==> config.mk <==
export PLATFORM = sky130hd
export DESIGN_NAME = eth_udp_tx_sched_flat
export DESIGN_NICKNAME = d
export VERILOG_FILES = /design/src/rtl/eth_udp_tx_sched_if.sv /design/src/rtl/eth_udp_tx_sched.sv /design/src/flat_wrapper.sv
export SDC_FILE = /design/constraint.sdc
export NUM_CORES = 1
export LEC_CHECK = 0
export CORE_ASPECT_RATIO = 1.1
export CORE_MARGIN = 4
export CORE_UTILIZATION = 25
export DETAILED_ROUTE_END_ITERATION = 10
export GPL_TIMING_DRIVEN = 0
export PLACE_DENSITY_LB_ADDON = 0.08
export SLEW_MARGIN = 20
export SYNTH_ARGS = -nofsm -noshare
export SYNTH_HDL_FRONTEND = slang
export SYNTH_SLANG_ARGS = --single-unit
==> constraint.sdc <==
create_clock -name clk125m -period 7.6 [get_ports clk125m]
set_input_delay 0.76 -clock clk125m [delete_from_list [all_inputs] [get_ports clk125m]]
set_output_delay 0.76 -clock clk125m [all_outputs]
set_load 0.02 [all_outputs]
==> src/rtl/eth_udp_tx_sched_if.sv <==
`default_nettype none
// ============================================================================
//  Module   : eth_udp_tx_sched_if
//  Purpose  : Scheduler <-> UDP/GMII transmit engine bundle: start pulse,
//             frame length/ports, payload read strobe/data and frame-done.
//  Revision : 1.0 - initial release
// ============================================================================
interface eth_udp_tx_sched_if;
  logic        tx_en_pulse;
  logic [15:0] data_length;
  logic [15:0] dst_port;
  logic [15:0] src_port;
  logic        payload_req;
  logic [7:0]  payload_dat;
  logic        tx_done;

  // Scheduler side
  modport master (
    output tx_en_pulse, data_length, dst_port, src_port, payload_dat,
    input  payload_req, tx_done
  );

  // Transmit engine side
  modport slave (
    input  tx_en_pulse, data_length, dst_port, src_port, payload_dat,
    output payload_req, tx_done
  );
endinterface
`default_nettype wire

==> src/rtl/eth_udp_tx_sched.sv <==
`default_nettype none
// ============================================================================
//  Module   : eth_udp_tx_sched
//  Purpose  : Round-robin scheduler sharing one UDP/GMII transmit engine
//             among NUM_CH payload sources. Latches length/ports, holds them
//             through the engine's length pipeline, fires the start pulse,
//             routes payload reads, waits for done and enforces the IFG.
//  Revision : 1.0 - initial release
// ============================================================================
module eth_udp_tx_sched #(
  parameter int NUM_CH       = 4,
  parameter int SETUP_CYCLES = 3,
  parameter int IFG_CYCLES   = 16,
  parameter int MAX_LEN      = 1472,
  parameter int DONE_TIMEOUT = 4096
) (
  input  logic                        clk125m,
  input  logic                        reset_n,
  input  logic [NUM_CH-1:0]           ch_req,
  input  logic [16*NUM_CH-1:0]        ch_len,
  input  logic [16*NUM_CH-1:0]        ch_dst_port,
  input  logic [16*NUM_CH-1:0]        ch_src_port,
  input  logic [8*NUM_CH-1:0]         ch_payload_dat,
  output logic [NUM_CH-1:0]           ch_payload_req,
  output logic [NUM_CH-1:0]           ch_grant,
  output logic [NUM_CH-1:0]           ch_done,
  output logic [NUM_CH-1:0]           ch_reject,
  eth_udp_tx_sched_if.master          eng,
  output logic                        busy,
  output logic [$clog2(NUM_CH)-1:0]   cur_ch,
  output logic                        err_timeout
);

  localparam int IDX_W = $clog2(NUM_CH);
  localparam int EXT_W = IDX_W + 1;
  localparam int CNT_W = $clog2(DONE_TIMEOUT + IFG_CYCLES + SETUP_CYCLES);

  localparam logic [CNT_W-1:0] SETUP_LAST   = CNT_W'(SETUP_CYCLES - 1);
  localparam logic [CNT_W-1:0] IFG_LAST     = CNT_W'(IFG_CYCLES - 1);
  localparam logic [CNT_W-1:0] TIMEOUT_LAST = CNT_W'(DONE_TIMEOUT - 1);

  localparam logic [2:0] S_IDLE   = 3'd0;
  localparam logic [2:0] S_SETUP  = 3'd1;
  localparam logic [2:0] S_LAUNCH = 3'd2;
  localparam logic [2:0] S_WAIT   = 3'd3;
  localparam logic [2:0] S_IFG    = 3'd4;

  logic [2:0]       state;
  logic [2:0]       state_nxt;
  logic [CNT_W-1:0] cnt;
  logic [IDX_W-1:0] rr_ptr;
  logic [IDX_W-1:0] sel;

  logic             win_found;
  logic [IDX_W-1:0] win_idx;
  logic [IDX_W-1:0] ptr_nxt;
  logic [EXT_W-1:0] cand_ext;
  logic [IDX_W-1:0] cand;
  logic             len_ok;

  logic [15:0] len_a [NUM_CH];
  logic [15:0] dst_a [NUM_CH];
  logic [15:0] src_a [NUM_CH];
  logic [7:0]  dat_a [NUM_CH];

  for (genvar gi = 0; gi < NUM_CH; gi++) begin : g_unpack
    assign len_a[gi] = ch_len[16*gi +: 16];
    assign dst_a[gi] = ch_dst_port[16*gi +: 16];
    assign src_a[gi] = ch_src_port[16*gi +: 16];
    assign dat_a[gi] = ch_payload_dat[8*gi +: 8];
  end

  function automatic logic [NUM_CH-1:0] onehot(input logic [IDX_W-1:0] idx);
    onehot      = '0;
    onehot[idx] = 1'b1;
  endfunction

  // Round-robin pick: scan from rr_ptr upward with wrap; descending loop
  // lets the closest requester to rr_ptr overwrite the others.
  always_comb begin
    win_found = 1'b0;
    win_idx   = '0;
    cand_ext  = '0;
    cand      = '0;
    for (int k = NUM_CH - 1; k >= 0; k--) begin
      cand_ext = {1'b0, rr_ptr} + EXT_W'(k);
      if (cand_ext >= EXT_W'(NUM_CH)) cand_ext = cand_ext - EXT_W'(NUM_CH);
      cand = cand_ext[IDX_W-1:0];
      if (ch_req[cand]) begin
        win_found = 1'b1;
        win_idx   = cand;
      end
    end
  end

  assign ptr_nxt = (win_idx == IDX_W'(NUM_CH - 1)) ? '0 : win_idx + IDX_W'(1);
  assign len_ok  = (len_a[win_idx] != 16'd0) && (len_a[win_idx] <= 16'(MAX_LEN));

  // State register
  always_ff @(posedge clk125m) begin
    if (!reset_n) state <= S_IDLE;
    else          state <= state_nxt;
  end

  // Next-state logic; tx_done wins over a coincident timeout
  always_comb begin
    state_nxt = state;
    case (state)
      S_IDLE:   if (win_found && len_ok)                 state_nxt = S_SETUP;
      S_SETUP:  if (cnt == SETUP_LAST)                   state_nxt = S_LAUNCH;
      S_LAUNCH:                                          state_nxt = S_WAIT;
      S_WAIT:   if (eng.tx_done || cnt == TIMEOUT_LAST)  state_nxt = S_IFG;
      S_IFG:    if (cnt == IFG_LAST)                     state_nxt = S_IDLE;
      default:                                           state_nxt = S_IDLE;
    endcase
  end

  // Frame bookkeeping: arbitration pointer, latched frame parameters,
  // phase counter and the registered one-cycle status pulses
  always_ff @(posedge clk125m) begin
    if (!reset_n) begin
      rr_ptr          <= '0;
      sel             <= '0;
      cnt             <= '0;
      cur_ch          <= '0;
      ch_done         <= '0;
      ch_reject       <= '0;
      err_timeout     <= 1'b0;
      eng.data_length <= '0;
      eng.dst_port    <= '0;
      eng.src_port    <= '0;
    end else begin
      ch_done     <= '0;
      ch_reject   <= '0;
      err_timeout <= 1'b0;
      cnt         <= (state_nxt != state || state == S_IDLE) ? '0 : cnt + CNT_W'(1);
      if (state == S_IDLE && win_found) begin
        rr_ptr <= ptr_nxt;
        if (len_ok) begin
          sel             <= win_idx;
          eng.data_length <= len_a[win_idx];
          eng.dst_port    <= dst_a[win_idx];
          eng.src_port    <= src_a[win_idx];
        end else begin
          ch_reject <= onehot(win_idx);
        end
      end
      if (state == S_SETUP && state_nxt == S_LAUNCH) cur_ch <= sel;
      if (state == S_WAIT && state_nxt == S_IFG) begin
        ch_done     <= onehot(sel);
        err_timeout <= !eng.tx_done;
      end
    end
  end

  // State-decoded outputs; payload path is only connected during WAIT_DONE
  always_comb begin
    busy            = (state != S_IDLE);
    eng.tx_en_pulse = (state == S_LAUNCH);
    ch_grant        = (state == S_LAUNCH) ? onehot(sel) : '0;
    ch_payload_req  = '0;
    eng.payload_dat = 8'h00;
    if (state == S_WAIT) begin
      ch_payload_req  = eng.payload_req ? onehot(sel) : '0;
      eng.payload_dat = dat_a[sel];
    end
  end

endmodule
`default_nettype wire
==> src/flat_wrapper.sv <==
// flat-port wrapper written by rule: the top's interface ports become plain ports
module eth_udp_tx_sched_flat 
#(
  parameter int NUM_CH       = 4,
  parameter int SETUP_CYCLES = 3,
  parameter int IFG_CYCLES   = 16,
  parameter int MAX_LEN      = 1472,
  parameter int DONE_TIMEOUT = 4096
)
  (clk125m, reset_n, ch_req, ch_len, ch_dst_port, ch_src_port, ch_payload_dat, ch_payload_req, ch_grant, ch_done, ch_reject, busy, cur_ch, err_timeout, eng_tx_en_pulse, eng_data_length, eng_dst_port, eng_src_port, eng_payload_dat, eng_payload_req, eng_tx_done);
  eth_udp_tx_sched_if eng_i ();
  input  logic clk125m;
  input  logic reset_n;
  input  logic [NUM_CH-1:0] ch_req;
  input  logic [16*NUM_CH-1:0] ch_len;
  input  logic [16*NUM_CH-1:0] ch_dst_port;
  input  logic [16*NUM_CH-1:0] ch_src_port;
  input  logic [8*NUM_CH-1:0] ch_payload_dat;
  output logic [NUM_CH-1:0] ch_payload_req;
  output logic [NUM_CH-1:0] ch_grant;
  output logic [NUM_CH-1:0] ch_done;
  output logic [NUM_CH-1:0] ch_reject;
  output logic busy;
  output logic [$clog2(NUM_CH)-1:0] cur_ch;
  output logic err_timeout;
  output wire logic [$bits(eng_i.tx_en_pulse)-1:0] eng_tx_en_pulse;
  output wire logic [$bits(eng_i.data_length)-1:0] eng_data_length;
  output wire logic [$bits(eng_i.dst_port)-1:0] eng_dst_port;
  output wire logic [$bits(eng_i.src_port)-1:0] eng_src_port;
  output wire logic [$bits(eng_i.payload_dat)-1:0] eng_payload_dat;
  input wire logic [$bits(eng_i.payload_req)-1:0] eng_payload_req;
  input wire logic [$bits(eng_i.tx_done)-1:0] eng_tx_done;
  assign eng_tx_en_pulse = eng_i.tx_en_pulse;
  assign eng_data_length = eng_i.data_length;
  assign eng_dst_port = eng_i.dst_port;
  assign eng_src_port = eng_i.src_port;
  assign eng_payload_dat = eng_i.payload_dat;
  assign eng_i.payload_req = eng_payload_req;
  assign eng_i.tx_done = eng_tx_done;
  eth_udp_tx_sched #(.NUM_CH(NUM_CH), .SETUP_CYCLES(SETUP_CYCLES), .IFG_CYCLES(IFG_CYCLES), .MAX_LEN(MAX_LEN), .DONE_TIMEOUT(DONE_TIMEOUT)) u_core (.clk125m(clk125m), .reset_n(reset_n), .ch_req(ch_req), .ch_len(ch_len), .ch_dst_port(ch_dst_port), .ch_src_port(ch_src_port), .ch_payload_dat(ch_payload_dat), .ch_payload_req(ch_payload_req), .ch_grant(ch_grant), .ch_done(ch_done), .ch_reject(ch_reject), .eng(eng_i), .busy(busy), .cur_ch(cur_ch), .err_timeout(err_timeout));
endmodule
# == After elaboration in Yosys (flattened, before gate mapping) ==
# Index checks and enable logic that the tools add are counted.
# Widths: inputs -> output; s select.
# op_classes
n_addsub,9
n_lt_le_gt_ge,15
eq_ne,11
mux,46
bitwise_logic,4
reduce_logical,17
# op_table
cell,n
$bmux 16 s2,3
$mux 16,6
$mux 8,3
$lt 2x3->1 const B,6
$mux 2,9
$bmux 8 s2,1
$le 16x11->1 const B,1
$reduce_bool 16->1,1
$ge 3x3->1 const B,5
$pmux 3 s5,1
$add 13x1->13 const B,1
$eq 13x12->1 const B,1
$eq 13x2->1 const B,1
$eq 13x4->1 const B,1
$mux 3,4
$mux 4,3
$mux 1,10
$eq 3x2->1 const B,3
$bmux 1 s2,4
$sub 2x1->2 const B,4
$logic_and 1x1->1,7
$add 2x2->3 const B,2
$eq 3x3->1 const B,2
$not 2->3,2
other kinds (16),21
# totals
ff_bits,79
in_bits,232
wordCells,113

# == Logic depth before layout (Yosys ltp) ==
# logic_depth
word_depth,21
ltp_mapped,12
mapped_depth_nobuf,10

# == Worst setup path after synthesis ==
# Ideal clock, no wire load.
# synth_timing
path_kind,input -> register
startpoint,input ch_req[2]
endpoint,register u_core.eng.data_length[12]
setup_ns,0.116
t_arrival_ns,3.148
required_time_ns,7.484
slack_ns,4.337
stages,11
cell_sequence,nor2b_1 -> or4b_4 -> buf_6 -> and3_1 -> a211oi_1 -> o22ai_1 -> nor4_2 -> mux2i_1 -> nand3_2 -> buf_6 -> and3_1
# synth_via
elab_chain_cells,13
elab_cells_between_ends,25
classes_between,order compare (1); mux (19); bitwise (1); reduce/logical (4)
# synth_rtl
element,line_no,text
"start, declared",flat_wrapper.sv:14,input logic [NUM_CH-1:0] ch_req;
$bmux 1 s2,eth_udp_tx_sched.sv:89,if (ch_req[cand]) begin
$mux 1 (not written as such),eth_udp_tx_sched.sv:89,
$mux 2 (4 in series),eth_udp_tx_sched.sv:89,
$not 2->3 (not written as such),"eth_udp_tx_sched.sv:97, eth_udp_tx_sched.sv:141",
$bmux 16 s2,"eth_udp_tx_sched.sv:97, eth_udp_tx_sched.sv:141",
$mux 16 (not written as such) (2 in series),"eth_udp_tx_sched.sv:97, eth_udp_tx_sched.sv:141",
$le 16x11->1 or $reduce_bool 16->1 (tied branches),eth_udp_tx_sched.sv:97,assign len_ok = (len_a[win_idx] != 16'd0) && (len_a[win_idx] <= 16'(MAX_LEN));
$logic_and 1x1->1,eth_udp_tx_sched.sv:97,
$reduce_and 2->1 (no line),-,
"end signal, assigned",eth_udp_tx_sched.sv:141,eng.data_length <= len_a[win_idx];
"end, declared",eth_udp_tx_sched_if.sv:19,"output tx_en_pulse, data_length, dst_port, src_port, payload_dat,"
# Several ways; a longest one is shown, not always the timed one. The select of a mux whose other input is x is not followed.
# A chain may end at the register's enable or synchronous reset.

# == Final worst setup path ==
# layout_timing
startpoint,input ch_req[2]
endpoint,register u_core.eng.data_length[13]
# Same word-level chain as after synthesis.

==> results.yml <==
timing:
  clock_skew_ps: 7.91
  grt_setup_unrepaired: "false"
  min_period_ps: 3880
  fin_crit_sh: 0.510
  setup_viol: 0
  max_freq_mhz: 258
  hold_ws_ps: 456
  relSlewSlack: 0.560
  fin_setup_tns_ps: 0
  slew_violations: 0
  worst_slew_pin_slew_ps: 658
  hold_viol: 0
placement:
  gp_congestion: 0.810
  hpwl_um: 17600
  placed_cell_area_um2: 8300
  placed_cells: 1223
  io_buffers: 308
clock_tree:
  cts_sinks: 79
  cts_buffer_depth: 2
  cts_resized: 0
  h-tree-depth: 3
  clk_pin_slew_ps: 60
  cts_hold_buffers: 0
  cts_tree: "yes"
  cts-root-buf: "clkbuf_16"
  postCtsSetupBuffers: 0
  numCtsBuffers: 9
  insertion_delay_ps: 340
synth:
  postSynthCellCount: 668
  ys_ff_latch: 79
  ys_warn_count: 0
  async_reset_ff_frac: 0
  synth_nets: 906
  postSynthAreaPerCell_um2: 7.34
  ys_seq_area_frac: 0.322
  syn_area_um2: 4900
  ys_types: 46
  synthFlopType: "dfxtp_1"
  synth-edff-count: 0
route:
  drt_wl_total_um: 21400
  vias_per_cell: 4.67
  drt_iter0_drc: 174
  ant_nets: 0
  num_vias: 5793
  drc: 0
  drt_first_pass_iters: 5
  wire_per_inst_um: 17.3
setup_path:
  r2r_start: "u_core.rr_ptr[1]"
  critPathKind: "input port to register"
  endpoint_kind: "register"
  critPathLaunch: "ch_req[2]"
  reg2reg_to: "u_core.eng.data_length[13]"
  reg2reg_slack_ps: 4280
  critPathMaxFanout: 10
  crit_arrival_ps: 4110
  cp-endpoint: "u_core.eng.data_length[13]"
  r2r_cells: 10
  start_kind: "input port"
  crit_required_ps: 7830
die:
  io_pins: 309
  core_um2: 19200
  start_util: 0.255
  fp-row-count: 53
  die_area_um2: 21900
  dieHeight_um: 155
  die_w_um: 142
power_and_ir_drop:
  pwr-share-seq: 0.244
  power.internal_mw: 1.29
  p_per_area_nw_per_um2: 265
  switching_share: 0.432
  vdd_ir_drop_max_uv: 117
  p_leak_nw: 3.52
  p_sw_uw: 984
  p_comb_frac: 0.572
  p_clk_frac: 0.184
layout:
  layout.cell_area.non_filler_um2: 8590
  finalNonFillerCells: 1241
  layout_common_cells: "308 x clkdlybuf4s50_1, 201 x nand2_1, 101 x nand3_1"
  drive_gt1_frac: 0.0454
  nets: 1225
  syn_to_final_growth_pct: 75.1
  layout_commonest_cell: "clkdlybuf4s50_1"
grt:
  grt-ovfl-total: 0
  grt_antenna_before_repair: 2
  grt_pass1_wl_um: 32300
  first_global_vias: 5943
  grt_start_max_net_pins: 17
  grt_usage: 0.189
worst_hold_path:
  hold_class: "register to register"
run_status:
  outcome: "finished clean"
flow_run:
  drv_cap: 0
[worst max-delay path: stages]
cell	delay, ps
clkdlybuf4s50_1	430
nor2b_1	150
a21boi_1	150
o32ai_4	480
inv_2	200
clkbuf_1	320
a211oi_2	250
nor2_1	110
a221oi_1	490
nand3_2	330
buf_6	250
and3_1	180
[flip-flops by register name, summed over array words and instances (netlist names)]
signal / cells
u_core.eng.data_length: 16
u_core.sel: 2
u_core.ch_reject: 4
u_core.state: 3
u_core.eng.dst_port: 16
u_core.cur_ch: 2
u_core.err_timeout: 1
u_core.eng.src_port: 16
u_core.rr_ptr: 2
u_core.cnt: 13
u_core.ch_done: 4
[per-layer routing]
| layer | wire (um) | vias up | track usage |
|---|---|---|---|
| li1 | - | 2928 | - |
| met1 | 7880 | 2626 | 0.199 |
| met2 | 11100 | 215 | 0.345 |
| met3 | 1980 | 24 | 0.0772 |
| met4 | 464 | 0 | 0.0553 |
| met5 | 0 | - | 0 |
[synthesized netlist by cell type, drive strengths merged (2+ instances only)]
cell    instances  area [um2]
clkbuf         35         131
nor2b           6        37.5
nor2           44         165
nand3         102         515
or4             4        33.8
nand2         202         761
mux4            8         180
xor2            7        61.3
buf            15         105
or3             5        31.3
dfxtp          79        1580
nor4            3        25.0
a211oi         13         113
and3           26         163
xnor2           4        35.0
mux2i          52         521
o22ai           3        18.8
or4b            2        23.8
inv             6        22.5
and2            4        25.0
nand2b          3        18.8
nor3           10        50.1
a22oi           4        30.0
and4            2        17.5
a21oi          12        60.1
ha              6        75.1
[power by group through the flow]
stage / logic (mW) / registers (mW) / clock network, mW
2_1_floorplan: 0.686 / 0.655 / 0
3_3_place_gp: 1.33 / 0.560 / 0
3_5_place_dp: 1.33 / 0.563 / 0
4_1_cts: 1.33 / 0.556 / 0.435
5_1_grt: 1.44 / 0.566 / 0.456
6_report: 1.30 / 0.555 / 0.418
[cell type report]
class | instances | area, um2
fillers | 2003 | 10600
plain buffers | 50 | 236
well taps | 247 | 309
repair buffers | 308 | 3080
diodes | 2 | 5.00
multi-input cells | 533 | 3060
clock inverters | 7 | 61.3
clock buffers | 9 | 225
flip-flops and latches | 79 | 1580
inverters | 6 | 22.5
[logic make-up (layout without fill, tap and decap cells)]
family	after synthesis	in the layout	share of synthesized area
AO/OA/AOI/OAI	40	40	0.0617
XOR/XNOR	11	11	0.0196
adder cells (fa/ha/maj)	6	6	0.0153
buffers and inverters	56	380	0.0528
flip-flops	79	79	0.322
multiplexers	60	60	0.143
other	0	2	0
AND/OR/NAND/NOR	416	416	0.385
[per-stage QoR]
stage	utilization	setup WS, ps	power, mW
floorplan	-	4340	1.34
global placement	0.431	3240	1.89
detailed placement	0.431	3280	1.89
CTS	0.446	3640	2.32
global route	0.447	3330	2.47
finish	0.447	3720	2.28
[worst min-delay path by stage]
stage                                    startpoint                   endpoint  slack (ps)  cells after the start
after CTS                 u_core.eng.data_length[7]  u_core.eng.data_length[7]         460                      2
after detailed placement  u_core.eng.data_length[7]  u_core.eng.data_length[7]         450                      2
after global routing      u_core.eng.data_length[1]  u_core.eng.data_length[1]         480                      2
final                     u_core.eng.data_length[7]  u_core.eng.data_length[7]         460                      2
after global placement    u_core.eng.data_length[8]  u_core.eng.data_length[8]         450                      2
after floorplan                       u_core.cnt[0]              u_core.cnt[0]         440                      1
Power figures use the tool's default switching activity.
